## src/rtl/rng_pkg.sv

```systemverilog
// Shared widths, word type and the Von Neumann pair decoder for the RNG packer.
// Latency: n/a (declarations and a combinational helper only).
// Backpressure: n/a.
package rng_pkg;

  localparam int RNG_WORD_W     = 32;
  localparam int RNG_FIFO_DEPTH = 4;

  typedef logic [RNG_WORD_W-1:0] rng_word_t;

  // Returns {emit, bit}: 01 -> emit 0, 10 -> emit 1, 00/11 -> nothing.
  function automatic logic [1:0] vn_debias(input logic [1:0] pair);
    case (pair)
      2'b01:   return 2'b10;
      2'b10:   return 2'b11;
      default: return 2'b00;
    endcase
  endfunction

endpackage

```

## src/rtl/rng_fifo.sv

```systemverilog
// Synchronous show-ahead FIFO; head word is held in a register.
// Latency: a word pushed into an empty FIFO is visible on dout one cycle later.
// Backpressure: push is refused when full unless a pop happens on the same edge.
module rng_fifo
  import rng_pkg::*;
#(
  parameter int WIDTH = RNG_WORD_W,
  parameter int DEPTH = RNG_FIFO_DEPTH
) (
  input  logic                     clk,
  input  logic                     rst,
  input  logic                     push,
  input  logic [WIDTH-1:0]         din,
  input  logic                     pop,
  output logic [WIDTH-1:0]         dout,
  output logic                     full,
  output logic                     empty,
  output logic [$clog2(DEPTH):0]   level
);

  localparam int AW = $clog2(DEPTH);

  logic [WIDTH-1:0] mem [DEPTH];
  logic [AW:0]      wr_ptr, rd_ptr, wr_nxt, rd_nxt;
  logic             do_push, do_pop;
  logic [WIDTH-1:0] head_nxt;

  // Pointers carry one extra wrap bit so full and empty are distinguishable.
  assign empty   = (wr_ptr == rd_ptr);
  assign full    = (wr_ptr[AW] != rd_ptr[AW]) && (wr_ptr[AW-1:0] == rd_ptr[AW-1:0]);
  assign level   = wr_ptr - rd_ptr;
  assign do_pop  = pop && !empty;
  assign do_push = push && (!full || do_pop);
  assign wr_nxt  = do_push ? wr_ptr + (AW+1)'(1) : wr_ptr;
  assign rd_nxt  = do_pop  ? rd_ptr + (AW+1)'(1) : rd_ptr;

  // Next head: bypass the incoming word when it lands in the slot becoming head.
  always_comb begin
    head_nxt = mem[rd_nxt[AW-1:0]];
    if (do_push && (wr_ptr[AW-1:0] == rd_nxt[AW-1:0])) head_nxt = din;
  end

  // Storage array; contents need no reset since pointers gate visibility.
  always_ff @(posedge clk) begin
    if (do_push) mem[wr_ptr[AW-1:0]] <= din;
  end

  // Pointers and the registered head word.
  always_ff @(posedge clk) begin
    if (rst) begin
      wr_ptr <= '0;
      rd_ptr <= '0;
      dout   <= '0;
    end else begin
      wr_ptr <= wr_nxt;
      rd_ptr <= rd_nxt;
      dout   <= (wr_nxt == rd_nxt) ? '0 : head_nxt;
    end
  end

endmodule

```

## src/rtl/rng_packer.sv

```systemverilog
// Packs accepted raw random bits (first bit -> MSB) into words buffered in a FIFO.
// Latency: word valid one cycle after the edge accepting its last bit; optional Von Neumann debias via RNG_PACKER_VON_NEUMANN_EN.
// Backpressure: none upstream; a completed word meeting a full FIFO with no pop is dropped and sets sticky overflow.
module rng_packer
  import rng_pkg::*;
#(
  parameter int WIDTH = RNG_WORD_W,
  parameter int DEPTH = RNG_FIFO_DEPTH
) (
  input  logic                    clk,
  input  logic                    rst,
  input  logic                    run_en,
  input  logic                    bit_in,
  input  logic                    bit_valid,
  output logic [WIDTH-1:0]        dout,
  output logic                    dout_valid,
  input  logic                    dout_ready,
  output logic [$clog2(DEPTH):0]  fill_level,
  output logic                    overflow
);

  localparam int CW = $clog2(WIDTH);
  localparam logic [CW-1:0] LAST = CW'(WIDTH - 1);

  logic [WIDTH-1:0] sreg;
  logic [CW-1:0]    cnt;
  logic             accept, shift_en, shift_bit, word_done;
  logic [WIDTH-1:0] word_data;
  logic             fifo_full, fifo_empty;

  assign accept = run_en && bit_valid;

`ifdef RNG_PACKER_VON_NEUMANN_EN
  logic       pair_vld, pair_bit;
  logic [1:0] vn;

  assign vn        = vn_debias({pair_bit, bit_in});
  assign shift_en  = accept && pair_vld && vn[1];
  assign shift_bit = vn[0];

  // Hold the first bit of each pair; leaving RUN abandons a half pair.
  always_ff @(posedge clk) begin
    if (rst || !run_en) begin
      pair_vld <= 1'b0;
      pair_bit <= 1'b0;
    end else if (accept) begin
      pair_vld <= !pair_vld;
      pair_bit <= bit_in;
    end
  end
`else
  assign shift_en  = accept;
  assign shift_bit = bit_in;
`endif

  assign word_done = shift_en && (cnt == LAST);
  assign word_data = {sreg[WIDTH-2:0], shift_bit};

  // Shift in bits and count them; a partial word is dropped whenever RUN is left.
  always_ff @(posedge clk) begin
    if (rst || !run_en) begin
      sreg <= '0;
      cnt  <= '0;
    end else if (shift_en) begin
      sreg <= word_data;
      cnt  <= word_done ? '0 : cnt + CW'(1);
    end
  end

  // Sticky drop flag: a pop on the same edge frees the slot, so no drop then.
  always_ff @(posedge clk) begin
    if (rst) overflow <= 1'b0;
    else if (word_done && fifo_full && !dout_ready) overflow <= 1'b1;
  end

  rng_fifo #(.WIDTH(WIDTH), .DEPTH(DEPTH)) u_fifo (
    .clk   (clk),
    .rst   (rst),
    .push  (word_done),
    .din   (word_data),
    .pop   (dout_ready),
    .dout  (dout),
    .full  (fifo_full),
    .empty (fifo_empty),
    .level (fill_level)
  );

  assign dout_valid = !fifo_empty;

endmodule

```

## config.mk

```make
export PLATFORM = sky130hd
export DESIGN_NAME = rng_packer
export DESIGN_NICKNAME = d
export VERILOG_FILES = /design/src/rtl/rng_pkg.sv /design/src/rtl/rng_fifo.sv /design/src/rtl/rng_packer.sv
export SDC_FILE = /design/constraint.sdc
export NUM_CORES = 1
export LEC_CHECK = 0
export ABC_AREA = 1
export BUFFER_PORTS_ARGS = -buffer_cell sky130_fd_sc_hd__buf_4
export CAP_MARGIN = 0
export CORE_MARGIN = 1.5
export CORE_UTILIZATION = 50
export CTS_BUF_LIST = sky130_fd_sc_hd__clkbuf_4 sky130_fd_sc_hd__clkbuf_8
export DETAILED_ROUTE_END_ITERATION = 10
export GPL_ROUTABILITY_DRIVEN = 0
export PLACE_DENSITY = 0.73
export SLEW_MARGIN = 40
export SYNTH_ARGS = -nofsm -noshare
export SYNTH_HDL_FRONTEND = slang
export SYNTH_HIERARCHICAL = 1
export SYNTH_SLANG_ARGS = --single-unit
```

## constraint.sdc

```tcl
create_clock -name clk -period 3.55 [get_ports clk]
set_clock_uncertainty 0.2 [all_clocks]
set_input_delay 0.355 -clock clk [delete_from_list [all_inputs] [get_ports clk]]
set_output_delay 0.355 -clock clk [all_outputs]
set_load 0.005 [all_outputs]
```

==> flow_summary.yaml, run 1 <==
detailed_routing:
  wl_met3_um: 1240
  first_pass_iters: 4
  antenna_left: 0
  wl_met2_um: 10500
  totalWireLength_um: 20400
  routed-via-count: 6705
  met1_length_um: 8200
  viasPerCell: 5.23
  highest_layer: "met4"
  drt-initial-drc-count: 619
  drc_errors: 0
  avgRoutedWirePerCell_um: 15.9
critical_path:
  arrival_ps: 3200
  cp-end-kind: "register"
  critPathMaxFanout: 22
  cp.required_ps: 3730
  worst-setup-path-type: "register to register"
  start_kind: "register"
sta:
  setup_viol: 0
  tns_ps: 0
  tightestPinTransition_ps: 783
  timing.hold.ws_ps: 82.5
  report.final.slew_viol_count: 0
  rsz0062_at_grt: "no"
  clock.fmax_mhz: 331
  hold_viol_final: 0
  timing.final.crit_share_pct: 85.1
  max_slew_margin_pct: 47.8
  final.min_clock_period_ps: 3020
clock_tree:
  clock_sinks: 203
  cts_inserted_buffers: 34
  htree_levels: 2
  clkSlewWorstSetupHoldPaths_ps: 60
  cts_tree: "built"
  ctsResizeCount: 0
  cts_max_path_buffers: 3
  root_buffer: "clkbuf_8"
  clkLatencyLatePin_ps: 500
floorplanning:
  die_height_um: 137
  placementRows: 48
  die_x_um: 137
  io_pins: 43
  core_area_mm2: 0.0174
  dieArea_mm2: 0.0187
  initial_core_util_pct: 51.4
place:
  dp_hpwl_um: 11300
  placedInstanceArea_mm2: 0.00949
  io_buffers: 42
pwr:
  power_per_cell_area_mw_per_mm2: 797
  leakage_uw: 0.00474
  vdd_ir_drop_max_mv: 0.812
synth:
  synth.distinct_cells: 29
  synth.net_count: 1005
  synthCells: 989
  async_flop_share_pct: 0
  seq_area_frac_synth_pct: 59.7
  yosys_warnings: 6
  synth_edf_count: 128
  syn_avg_cell_area_um2: 9.06
  ys_ff_latch: 203
  syn_area_mm2: 0.00896
  synth_ff_type: "edfxtp_1"
finish:
  area_growth_syn_to_layout_pct: 13.7
  post-route-cell-area_mm2: 0.0102
  drive_gt1_share_pct: 13.5
  layout_commonest_cell: "inv_1"
  regArea_mm2: 0.00535
  n_fill_cell: 1485
  final_cell_mix: "inv_1, nand3_1, nand2_1"
  fin_nets: 1051
  finish.utilization_pct: 58.5
  diodes: 0
  multi_input_area_mm2: 0.00264
outcome:
  status: "finished clean"
global_route:
  grt_start_max_net_pins: 65
  antenna_found_initial: 0
  grt_pass1_vias: 6310
  grt_pass1_wl_um: 32600
  gr-total-overflow: 0
  gr-usage-all-layers_pct: 22.7
worst_hold_path:
  min_path_type: "primary input to register"
job:
  max_cap_violations: 0
[stage by stage]
step	worst slack, ps	total power (uW)	std cells
finish	530	8120	1283
detailed placement	567	6100	1222
CTS	556	8150	1283
global placement	650	6050	1222
floorplan	423	5190	989
global route	241	8700	1283
[cells in the mapped netlist, types with 4 or more instances]
library cell    n  area share, %
inv_1         187            7.8
nand3_1       174            9.7
nand2_1       155            6.5
edfxtp_1      128             43
nor2_1        104            4.4
dfxtp_1        75             17
buf_2          35            2.0
nand4_1        32            2.2
o21ai_0        26            1.5
nand2_2        11           0.77
clkbuf_1       10           0.42
ha_1            9            1.3
a21oi_1         8           0.45
buf_6           7           0.88
o21ai_1         6           0.34
inv_2           4           0.17
nand3_2         4           0.45
[layout make-up]
cell class | instances | share of cell area (%)
Clock inverter | 16 | 1.04
Clock buffer | 43 | 5.63
Inverter | 191 | 7.04
Timing Repair Buffer | 63 | 5.18
Multi-Input combinational cell | 542 | 25.9
Sequential cell | 203 | 52.5
Tap cell | 225 | 2.76
[registers in the layout, indices dropped and copies added (netlist names)]
| signal | count |
|---|---|
| cnt | 5 |
| overflow | 1 |
| sreg | 31 |
| u_fifo/dout | 32 |
| u_fifo/mem | 128 |
| u_fifo/rd_ptr | 3 |
| u_fifo/wr_ptr | 3 |
[worst paths after layout]
kind / start / to / slack (ps) / depth (start not counted)
min reg2reg: overflow$_SDFFE_PP0P_ / overflow$_SDFFE_PP0P_ / 280 / 2
max reg2reg: u_fifo/wr_ptr[0]$_SDFF_PP0_ / u_fifo/dout[17]$_SDFF_PP0_ / 530 / 16
max: u_fifo/wr_ptr[0]$_SDFF_PP0_ / u_fifo/dout[17]$_SDFF_PP0_ / 530 / 16
min: dout_ready / overflow$_SDFFE_PP0P_ / 80 / 4
[cell families (layout without fill, tap and decap cells)]
family	count (synthesis)	count (layout)	share of synthesized area, %
AO/OA/AOI/OAI	42	42	2.42
XOR/XNOR	3	3	0.293
adder cells (fa/ha/maj)	10	10	1.48
buffers and inverters	244	313	11.3
flip-flops	203	203	59.7
AND/OR/NAND/NOR	487	487	24.8
[what timing repair did]
item | 4_1_cts | 5_1_grt
setup buffers | 0 | 0
hold buffers | 2 | 0
hold endpoints to repair | 12 | 0
[routing by layer]
metal	up-vias	track usage [%]
met3	43	3.96
met1	3167	27.7
li1	3283	-
met4	0	8.54
met5	-	0
met2	212	40.1
[power by group]
group / switching, uW / internal, uW / leakage (uW)
sequential: 76.4 / 2630 / 0.00185
clock: 904 / 1140 / 0.000353
combinational: 2260 / 1120 / 0.00253
total: 3240 / 4880 / 0.00474
[worst max-delay path, cell delays in order (launching register included)]
cell and delay (ps):
dfxtp_1 400, inv_1 130, ha_1 310, nand2_1 70, inv_1 130, nand3_4 150
nand2_4 120, nand2_2 60, nand2_2 330, nand2_1 120, nand2_2 90, nand3_2 220
buf_4 330, nand2_1 100, nand2_1 50, inv_1 50, nor2_1 30
(Power assumes the default switching activity.)
==> inputs of run 2 (changes only) <==
Clock period 3.55 ns to 3.4 ns, I/O delays scaled along.
==> flow_summary.yaml, run 2 (same netlist as run 1, synthesis figures left out) <==
detailed_routing:
  first_pass_iters: 6
  routed-via-count: 6687
  avgRoutedWirePerCell_um: 15.6
  totalWireLength_um: 20100
  drt-initial-drc-count: 432
  viasPerCell: 5.20
  antenna_left: 0
  drc_errors: 0
floorplanning:
  die_x_um: 137
  core_area_mm2: 0.0174
  io_pins: 43
  die_height_um: 137
  initial_core_util_pct: 51.4
  dieArea_mm2: 0.0187
  placementRows: 48
finish:
  drive_gt1_share_pct: 13.1
  diodes: 0
  largest_reg_flops: 128
  multi_input_area_mm2: 0.00264
  area_growth_syn_to_layout_pct: 12.8
  final_cells: 1287
  post-route-cell-area_mm2: 0.0101
  regArea_mm2: 0.00535
  final_cell_mix: "inv_1, nand3_1, nand2_1"
  n_fill_cell: 1535
  fin_nets: 1053
  layout_commonest_cell: "inv_1"
sta:
  tns_ps: 0
  clock.fmax_mhz: 354
  timing.final.crit_share_pct: 83.0
  final.min_clock_period_ps: 2820
  report.final.slew_viol_count: 0
  max_slew_margin_pct: 50.1
  rsz0062_at_grt: "no"
  setup_slack_ps: 577
  tightestPinTransition_ps: 749
  hold_viol_final: 0
  setup_viol: 0
critical_path:
  r2r_start: "u_fifo/wr_ptr[0]$_SDFF_PP0_"
  crit_slowest_cell: "buf_4"
  start_kind: "register"
  crit_end: "u_fifo/dout[16]$_SDFF_PP0_"
  crit_top_cell: "nand2_1"
  reg2reg_slack_ps: 580
  r2r_end: "u_fifo/dout[16]$_SDFF_PP0_"
  arrival_ps: 3050
  crit_chain: "inv_1 -> ha_1 -> nand2_1 -> inv_1 -> nand3_4 -> nand2_4 -> nand2_2 -> buf_4 -> nand3_1 -> nand3_1 -> nand2_1 -> nand2_1 -> nand2_1 -> inv_1 -> nor2_1"
  critPathLaunch: "u_fifo/wr_ptr[0]$_SDFF_PP0_"
  r2r_cells: 15
  cp-end-kind: "register"
  worst-setup-path-type: "register to register"
  cp_slowest_stage_delay_ps: 560
  critPathMaxFanout: 64
  cp.required_ps: 3620
clock_tree:
  cts_max_path_buffers: 3
  htree_levels: 1
  cts_hold_buf: 5
  clkSlewWorstSetupHoldPaths_ps: 60
  clkLatencyLatePin_ps: 560
  post-cts-setup-buffer-count: 0
  cts_inserted_buffers: 31
  ctsResizeCount: 0
  cts_tree: "built"
  clock_sinks: 203
  root_buffer: "clkbuf_8"
global_route:
  gr-usage-all-layers_pct: 22.2
  busiest_layer: "met2"
  met1_usage_pct: 28.6
  gr-total-overflow: 0
  grt_pass1_wl_um: 32500
  grt_start_max_net_pins: 65
  grt_use_met2_pct: 39.0
  met3_usage_pct: 3.22
  grt_pass1_vias: 6160
  antenna_found_initial: 0
place:
  io_buffers: 42
  dp_hpwl_um: 11300
  dp_cells: 1224
  placedInstanceArea_mm2: 0.00948
  place_ws_ps: 608
pwr:
  vdd_ir_drop_max_mv: 0.709
  leakage_uw: 0.00471
  p_total_uw: 8190
  power_per_cell_area_mw_per_mm2: 811
outcome:
  status: "finished clean"
worst_hold_path:
  min_path_type: "primary input to register"
job:
  max_cap_violations: 0
[run 2: cell count changes in the layout (fill, tap and decap cells not counted)]
cell,change
inv_6,-1
clkbuf_4,+6
dlygate4sd3_1,+3
bufinv_16,-1
clkbuf_8,-9
clkinv_1,+5
buf_4,+4
clkinvlp_4,-1
buf_12,-2
[run 2: how the worst min path moves through the flow]
| stage | slack [ps] | cells past startpoint | startpoint | endpoint |
|---|---|---|---|---|
| floorplan | 210 | 1 | rst | u_fifo/wr_ptr[0]$_SDFF_PP0_ |
| global placement | 250 | 2 | overflow$_SDFFE_PP0P_ | overflow$_SDFFE_PP0P_ |
| detailed placement | 270 | 2 | overflow$_SDFFE_PP0P_ | overflow$_SDFFE_PP0P_ |
| CTS | 20 | 4 | run_en | cnt[2]$_SDFFE_PP0P_ |
| global route | 60 | 5 | run_en | sreg[8]$_SDFFE_PP0P_ |
| finish | 50 | 4 | run_en | cnt[2]$_SDFFE_PP0P_ |
[run 2: where the power goes]
group / total, uW / switching [uW] / internal (uW)
Combinational: 3500 / 2320 / 1190
Sequential: 2820 / 81.0 / 2740
Clock: 1860 / 915 / 948
[run 2: final cells by class]
type	instances	area share, %
sequential	203	52.9
multi-input combinational	542	26.1
tap	225	2.79
clock inverter	18	0.780
timing repair buffer	68	5.43
clock buffer	40	4.89
inverter	191	7.10
[run 2: metrics by stage]
stage | hold WS, ps | utilization, %
floorplan | 209 | -
global placement | 255 | 54.4
detailed placement | 271 | 54.4
CTS | 24.9 | 58.0
global route | 63.3 | 58.0
finish | 54.1 | 58.0
[run 2: worst max-delay path: cells and delay by family (launching register included)]
family,cells,cell delay (ps)
AND/OR/NAND/NOR,10,880
buffers and inverters,4,810
flip-flops,1,400
adder cells (fa/ha/maj),1,340
[run 2: metal layers]
layer	share of wire (%)	vias to the layer above	wire length [um]
met2	50	245	9990
met4	2.0	0	397
met1	41	3125	8300
met5	0	-	0
li1	-	3280	-
met3	6.9	37	1390
